**src/rtl/seg_scan_driver_if.sv**
```systemverilog
// Display-side bundle for seg_scan_driver: BCD digits and controls in,
// multiplexed 7-segment drive and frame marker out.
interface seg_scan_driver_if;
  logic [3:0] num_in0;
  logic [3:0] num_in1;
  logic [3:0] num_in2;
  logic [3:0] num_in3;
  logic       hold;
  logic       blank_en;
  logic [6:0] seg;
  logic       dp;
  logic [3:0] dig;
  logic       frame_done;

  modport master (
    output num_in0, num_in1, num_in2, num_in3, hold, blank_en,
    input  seg, dp, dig, frame_done
  );

  modport slave (
    input  num_in0, num_in1, num_in2, num_in3, hold, blank_en,
    output seg, dp, dig, frame_done
  );
endinterface

```
**src/rtl/seg_scan_driver.sv**
```systemverilog
// Time-multiplexed 4-digit 7-segment driver with per-frame snapshot, lap hold,
// leading-zero blanking, fixed decimal point and dead time between digits.
//
// state | meaning
// GAP   | first DEAD cycles of a slot, every digit enable off
// SHOW  | remainder of the slot, digit idx enabled and decoded
module seg_scan_driver #(
  parameter int SCAN_DIV    = 50000,
  parameter int DEAD        = 16,
  parameter int DP_POS      = 2,
  parameter bit SEG_ACT_LOW = 1'b1,
  parameter bit DIG_ACT_LOW = 1'b1
) (
  input logic                clk,
  input logic                sys_rst_n,
  seg_scan_driver_if.slave   io_bus
);

  localparam int PW = (SCAN_DIV > 1) ? $clog2(SCAN_DIV) : 1;
  localparam logic [PW-1:0] PCNT_LAST = PW'(SCAN_DIV - 1);
  localparam logic [PW-1:0] PCNT_DEAD = PW'(DEAD);
  localparam logic [1:0]    DP_IDX    = 2'(DP_POS);
  localparam logic          BLK_OK3   = (DP_POS < 3);
  localparam logic          BLK_OK2   = (DP_POS < 2);
  localparam logic          BLK_OK1   = (DP_POS < 1);

  typedef enum logic {ST_GAP, ST_SHOW} state_t;
  localparam state_t ST_RST = (DEAD == 0) ? ST_SHOW : ST_GAP;

  logic [PW-1:0]     r_pcnt;
  logic [PW-1:0]     w_pcnt_nxt;
  logic [1:0]        r_idx;
  logic [3:0][3:0]   r_snap;
  logic              r_frame_done;
  logic              w_tick;
  logic              w_frame_tick;
  state_t            r_state;
  state_t            w_state_nxt;
  logic              w_blank3;
  logic              w_blank2;
  logic              w_blank1;
  logic [3:0]        w_blank;
  logic [3:0]        w_cur;
  logic [6:0]        w_seg_dec;
  logic [3:0]        w_dig_l;
  logic [6:0]        w_seg_l;
  logic              w_dp_l;
  logic [3:0]        r_dig;
  logic [6:0]        r_seg;
  logic              r_dp;

  assign w_tick       = (r_pcnt == PCNT_LAST);
  assign w_frame_tick = w_tick && (r_idx == 2'd3);
  assign w_pcnt_nxt   = w_tick ? '0 : r_pcnt + 1'b1;

  always_ff @(posedge clk or negedge sys_rst_n) begin
    if (!sys_rst_n) begin
      r_pcnt       <= '0;
      r_idx        <= 2'd0;
      r_snap       <= '0;
      r_frame_done <= 1'b0;
    end else begin
      r_pcnt       <= w_pcnt_nxt;
      r_frame_done <= w_frame_tick;
      if (w_tick)
        r_idx <= r_idx + 2'd1;
      // The frame boundary is the only load point, so a frame never mixes values.
      if (w_frame_tick && !io_bus.hold)
        r_snap <= {io_bus.num_in3, io_bus.num_in2, io_bus.num_in1, io_bus.num_in0};
    end
  end

  // Blanking ripples down from the most significant digit.
  assign w_blank3 = BLK_OK3 && io_bus.blank_en && (r_snap[3] == 4'd0);
  assign w_blank2 = BLK_OK2 && w_blank3 && (r_snap[2] == 4'd0);
  assign w_blank1 = BLK_OK1 && w_blank2 && (r_snap[1] == 4'd0);
  assign w_blank  = {w_blank3, w_blank2, w_blank1, 1'b0};

  assign w_cur = r_snap[r_idx];

  always_comb begin
    w_seg_dec = 7'b1000000;
    unique case (w_cur)
      4'd0:    w_seg_dec = 7'b0111111;
      4'd1:    w_seg_dec = 7'b0000110;
      4'd2:    w_seg_dec = 7'b1011011;
      4'd3:    w_seg_dec = 7'b1001111;
      4'd4:    w_seg_dec = 7'b1100110;
      4'd5:    w_seg_dec = 7'b1101101;
      4'd6:    w_seg_dec = 7'b1111101;
      4'd7:    w_seg_dec = 7'b0000111;
      4'd8:    w_seg_dec = 7'b1111111;
      4'd9:    w_seg_dec = 7'b1101111;
      default: w_seg_dec = 7'b1000000;
    endcase
  end

  always_ff @(posedge clk or negedge sys_rst_n) begin
    if (!sys_rst_n)
      r_state <= ST_RST;
    else
      r_state <= w_state_nxt;
  end

  always_comb begin
    w_state_nxt = r_state;
    w_dig_l     = 4'b0000;
    w_seg_l     = 7'b0000000;
    w_dp_l      = 1'b0;
    if (w_pcnt_nxt < PCNT_DEAD)
      w_state_nxt = ST_GAP;
    else
      w_state_nxt = ST_SHOW;
    unique case (r_state)
      ST_GAP: begin
        w_dig_l = 4'b0000;
      end
      ST_SHOW: begin
        w_dig_l = 4'b0001 << r_idx;
        if (!w_blank[r_idx]) begin
          w_seg_l = w_seg_dec;
          w_dp_l  = (r_idx == DP_IDX);
        end
      end
      default: begin
        w_dig_l = 4'b0000;
      end
    endcase
  end

  always_ff @(posedge clk or negedge sys_rst_n) begin
    if (!sys_rst_n) begin
      r_dig <= {4{DIG_ACT_LOW}};
      r_seg <= {7{SEG_ACT_LOW}};
      r_dp  <= SEG_ACT_LOW;
    end else begin
      r_dig <= w_dig_l ^ {4{DIG_ACT_LOW}};
      r_seg <= w_seg_l ^ {7{SEG_ACT_LOW}};
      r_dp  <= w_dp_l ^ SEG_ACT_LOW;
    end
  end

  assign io_bus.dig        = r_dig;
  assign io_bus.seg        = r_seg;
  assign io_bus.dp         = r_dp;
  assign io_bus.frame_done = r_frame_done;

endmodule
```
**src/flat_wrapper.sv**
```systemverilog
// flat-port wrapper written by rule: the top's interface ports become plain ports
module seg_scan_driver_flat 
#(
  parameter int SCAN_DIV    = 50000,
  parameter int DEAD        = 16,
  parameter int DP_POS      = 2,
  parameter bit SEG_ACT_LOW = 1'b1,
  parameter bit DIG_ACT_LOW = 1'b1
)
  (clk, sys_rst_n, io_bus_num_in0, io_bus_num_in1, io_bus_num_in2, io_bus_num_in3, io_bus_hold, io_bus_blank_en, io_bus_seg, io_bus_dp, io_bus_dig, io_bus_frame_done);
  seg_scan_driver_if io_bus_i ();
  input logic clk;
  input logic sys_rst_n;
  input wire logic [$bits(io_bus_i.num_in0)-1:0] io_bus_num_in0;
  input wire logic [$bits(io_bus_i.num_in1)-1:0] io_bus_num_in1;
  input wire logic [$bits(io_bus_i.num_in2)-1:0] io_bus_num_in2;
  input wire logic [$bits(io_bus_i.num_in3)-1:0] io_bus_num_in3;
  input wire logic [$bits(io_bus_i.hold)-1:0] io_bus_hold;
  input wire logic [$bits(io_bus_i.blank_en)-1:0] io_bus_blank_en;
  output wire logic [$bits(io_bus_i.seg)-1:0] io_bus_seg;
  output wire logic [$bits(io_bus_i.dp)-1:0] io_bus_dp;
  output wire logic [$bits(io_bus_i.dig)-1:0] io_bus_dig;
  output wire logic [$bits(io_bus_i.frame_done)-1:0] io_bus_frame_done;
  assign io_bus_i.num_in0 = io_bus_num_in0;
  assign io_bus_i.num_in1 = io_bus_num_in1;
  assign io_bus_i.num_in2 = io_bus_num_in2;
  assign io_bus_i.num_in3 = io_bus_num_in3;
  assign io_bus_i.hold = io_bus_hold;
  assign io_bus_i.blank_en = io_bus_blank_en;
  assign io_bus_seg = io_bus_i.seg;
  assign io_bus_dp = io_bus_i.dp;
  assign io_bus_dig = io_bus_i.dig;
  assign io_bus_frame_done = io_bus_i.frame_done;
  seg_scan_driver #(.SCAN_DIV(SCAN_DIV), .DEAD(DEAD), .DP_POS(DP_POS), .SEG_ACT_LOW(SEG_ACT_LOW), .DIG_ACT_LOW(DIG_ACT_LOW)) u_core (.clk(clk), .sys_rst_n(sys_rst_n), .io_bus(io_bus_i));
endmodule
```
**config.mk**
```make
export PLATFORM = sky130hd
export DESIGN_NAME = seg_scan_driver_flat
export DESIGN_NICKNAME = d
export VERILOG_FILES = /design/src/rtl/seg_scan_driver_if.sv /design/src/rtl/seg_scan_driver.sv /design/src/flat_wrapper.sv
export SDC_FILE = /design/constraint.sdc
export NUM_CORES = 1
export LEC_CHECK = 0
export BUFFER_PORTS_ARGS = -buffer_cell sky130_fd_sc_hd__buf_2
export CAP_MARGIN = 15
export CORE_MARGIN = 10
export CORE_UTILIZATION = 51
export CTS_CLUSTER_SIZE = 10
export DETAILED_ROUTE_END_ITERATION = 10
export GPL_TIMING_DRIVEN = 1
export PLACE_DENSITY = 0.84
export SYNTH_ARGS = -nofsm -noshare
export SYNTH_HDL_FRONTEND = slang
export SYNTH_SLANG_ARGS = --single-unit
```
**constraint.sdc**
```tcl
create_clock -name clk -period 1.9 [get_ports clk]
set_input_delay 0.38 -clock clk [delete_from_list [all_inputs] [get_ports clk]]
set_output_delay 0.38 -clock clk [all_outputs]
set_load 0.01 [all_outputs]
```
==> flow_metrics.env <==
export IMPL_area_delta_synth_final_pct=20.0
export IMPL_synth_seq_cells=47
export IMPL_netlist_top_cells_area="dfrtp_1 37%, dfstp_2 12%, mux2_4 6.2%"
export IMPL_setup_viol_count_final=0
export IMPL_setup_tns_final_ns=0
export IMPL_synth_cells=202
export IMPL_synth_cell_types=41
export IMPL_drtIter0Drc=134
export IMPL_fin_crit_ns=1.88
export IMPL_peakVddDrop_mv=0.435
export IMPL_grt_overflow=0
export IMPL_core_area_sq_um=4440
export IMPL_htree_levels=2
export IMPL_yosys_area_top_type="dfrtp_1"
export IMPL_vias_per_cell=5.45
export IMPL_cts_root_buf="clkbuf_8"
export IMPL_wl_um=5070
export IMPL_min_period_over_period_pct=98.9
export IMPL_async_flop_share_pct=100
export IMPL_cts_buffer_depth=2
export IMPL_ys_seq_area_share_pct=49.5
export IMPL_io_pins=33
export IMPL_vias=1667
export IMPL_p_leak_nw=1.37
export IMPL_synth_ff_type="dfrtp_1"
export IMPL_postLayoutCoreUtil_pct=64.9
export IMPL_die_w_um=88.7
export IMPL_finalWeightedCongestion=0.862
export IMPL_worstPathArrival_ns=2.07
export IMPL_ys_warn_count=0
export IMPL_die_h_um=88.7
export IMPL_die_area_sq_um=7860
export IMPL_numCtsBuffers=5
export IMPL_cts_tree="done"
export IMPL_slew_violations=0
export IMPL_grt_pass1_wl_um=8170
export IMPL_port_buffer_count=32
export IMPL_status="finished clean"
export IMPL_hold_slack_ns=0.302
export IMPL_crit_fanout=8
export IMPL_synth_fp_nets=233
export IMPL_fin_skew_ns=0.00562
export IMPL_core_rowCount=24
export IMPL_antenna_found_initial=0
export IMPL_syn_area_sq_um=2400
export IMPL_tightest_slew_ns=0.403
export IMPL_first_pass_iters=4
export IMPL_slew_headroom_pct=72.9
export IMPL_grt_pass1_vias=1700
export IMPL_diodes=0
export IMPL_netlist_area_leader_share_pct=37.5
export IMPL_hold_viol_final=0
export IMPL_grt_max_degree=19
export IMPL_clkSinkCount=47
export IMPL_clock_latency_ns=0.30
export IMPL_drt_antenna_violating_nets=0
export IMPL_grtUsageTotal_pct=13.3
export IMPL_path_class="flop to flop"
export IMPL_rsz0062_at_grt="true"
export IMPL_critPathLaunchType="flop"
export IMPL_wl_per_cell_um=16.6
export IMPL_finalPower_w=0.00175
export IMPL_hpwl_um=3570
export IMPL_drive_above_1_share_pct=39.8
export IMPL_nets=284
export IMPL_initial_utilization_pct=54.1
export IMPL_clk_pin_slew_ns=0.08
export IMPL_required_ns=2.09
export IMPL_hold_path_class="input pin to flop"
export IMPL_fmaxAchievable_mhz=532
export IMPL_cp_end_kind="flop"
export IMPL_p_per_area_nw_per_um2=606
export IMPL_cap_violations=0
export IMPL_synth_edf_count=0
export IMPL_drc=0
export IMPL_syn_area_per_cell_sq_um=11.9
area by class of cell:
cell class	instances	area [sq um]
Clock buffer	7	108
Clock inverter	1	5.00
Fill cell	331	1560
Inverter	7	26.3
Multi-Input combinational cell	139	1140
Sequential cell	47	1190
Tap cell	52	65.1
Timing Repair Buffer	53	350
worst paths after layout:
| check | start | endpoint | slack (ns) | depth (start not counted) |
|---|---|---|---|---|
| max | u_core.r_pcnt[10] | u_core.r_snap[5] | 0.02 | 6 |
| min | io_bus_num_in3[1] | u_core.r_snap[13] | 0.30 | 2 |
| max in group asynchronous | sys_rst_n | u_core.io_bus.dig[0] | 0.76 | 3 |
| min reg2reg | u_core.r_state | u_core.io_bus.dig[1] | 0.49 | 1 |
| max reg2reg | u_core.r_pcnt[10] | u_core.r_snap[5] | 0.02 | 6 |
| min in group asynchronous | sys_rst_n | u_core.r_snap[2] | 0.55 | 2 |
routing by layer:
metal	up-vias	share of wire, %	track usage [%]	routed length, um
li1	803	-	-	-
met1	795	42	16.7	2140
met2	62	49	21.4	2500
met3	7	6.9	2.67	351
met4	0	1.6	6.61	82
met5	-	0	0	0
power by group:
part           switching (W)   total, W  internal (W)  leakage (nW)
clock network       0.000328   0.000701      0.000373        0.0594
logic              0.0000271  0.0000461     0.0000189         0.716
registers                  0    0.00100       0.00100         0.594
total               0.000355    0.00175       0.00139          1.37
through the flow:
step                worst slack (ns)  cell area, sq um  instances
floorplan                     -0.114              2400        202
global placement              0.0784              2700        293
detailed placement            0.0282              2700        293
CTS                          0.00327              2830        302
global route                 -0.0753              2880        306
finish                        0.0218              2880        306
registers in the layout, indices dropped and copies added (netlist names):
signal,flops
u_core.io_bus.seg,7
u_core.r_state,1
u_core.r_snap,16
u_core.io_bus.dp,1
u_core.r_pcnt,16
u_core.io_bus.dig,3
u_core.r_idx,2
u_core.io_bus.frame_done,1
synthesized netlist by cell type (2+ instances only):
library cell	instances
nor3_1	3
mux2i_1	3
mux2_4	10
dfrtp_1	36
buf_2	2
and3_1	3
ha_1	11
nor4b_4	2
nor4_1	3
xnor2_1	9
clkbuf_1	4
nand2_1	21
nand4_1	4
a21oi_1	4
mux4_2	4
o21ai_0	9
nand3_1	6
nor2_1	15
dfstp_2	11
xor2_1	5
inv_1	7
or2_2	3
and2_1	3
and4_1	2
mux2_2	6
placed cells by master (no fill, tap or decap), drive strengths merged, types with 4 or more instances in the layout:
cell type | synthesis | routed
a21oi | 4 | 4
buf | 5 | 51
clkbuf | 4 | 8
dfrtp | 36 | 36
dfstp | 11 | 11
ha | 11 | 11
inv | 7 | 7
mux2 | 16 | 16
mux4 | 4 | 4
nand2 | 21 | 21
nand3 | 6 | 6
nand4 | 5 | 5
nor2 | 15 | 15
o21ai | 9 | 9
xnor2 | 9 | 9
xor2 | 5 | 5
repair_timing:
item                                    CTS  global route
setup buffers                             0             3
hold endpoints to repair                  8             0
resized for setup                         0             4
hold buffers                              1             0
endpoints found under the setup margin    0            20
logic make-up (layout without fill, tap and decap cells):
family	after synthesis	count (layout)	synth area share, %
AND/OR/NAND/NOR	71	71	17.1
adder cells (fa/ha/maj)	11	11	5.73
multiplexers	23	23	14.1
buffers and inverters	16	68	3.54
AO/OA/AOI/OAI	20	20	5.00
flip-flops	47	47	49.5
XOR/XNOR	14	14	5.10
worst max-delay path: stages (launching register included):
cell,delay [ns]
dfrtp_1,0.42
nor4b_4,0.33
nand4_4,0.16
nor4b_4,0.22
buf_4,0.17
buf_12,0.13
mux2_2,0.33
Note: power is estimated with default switching activity, not from simulation.
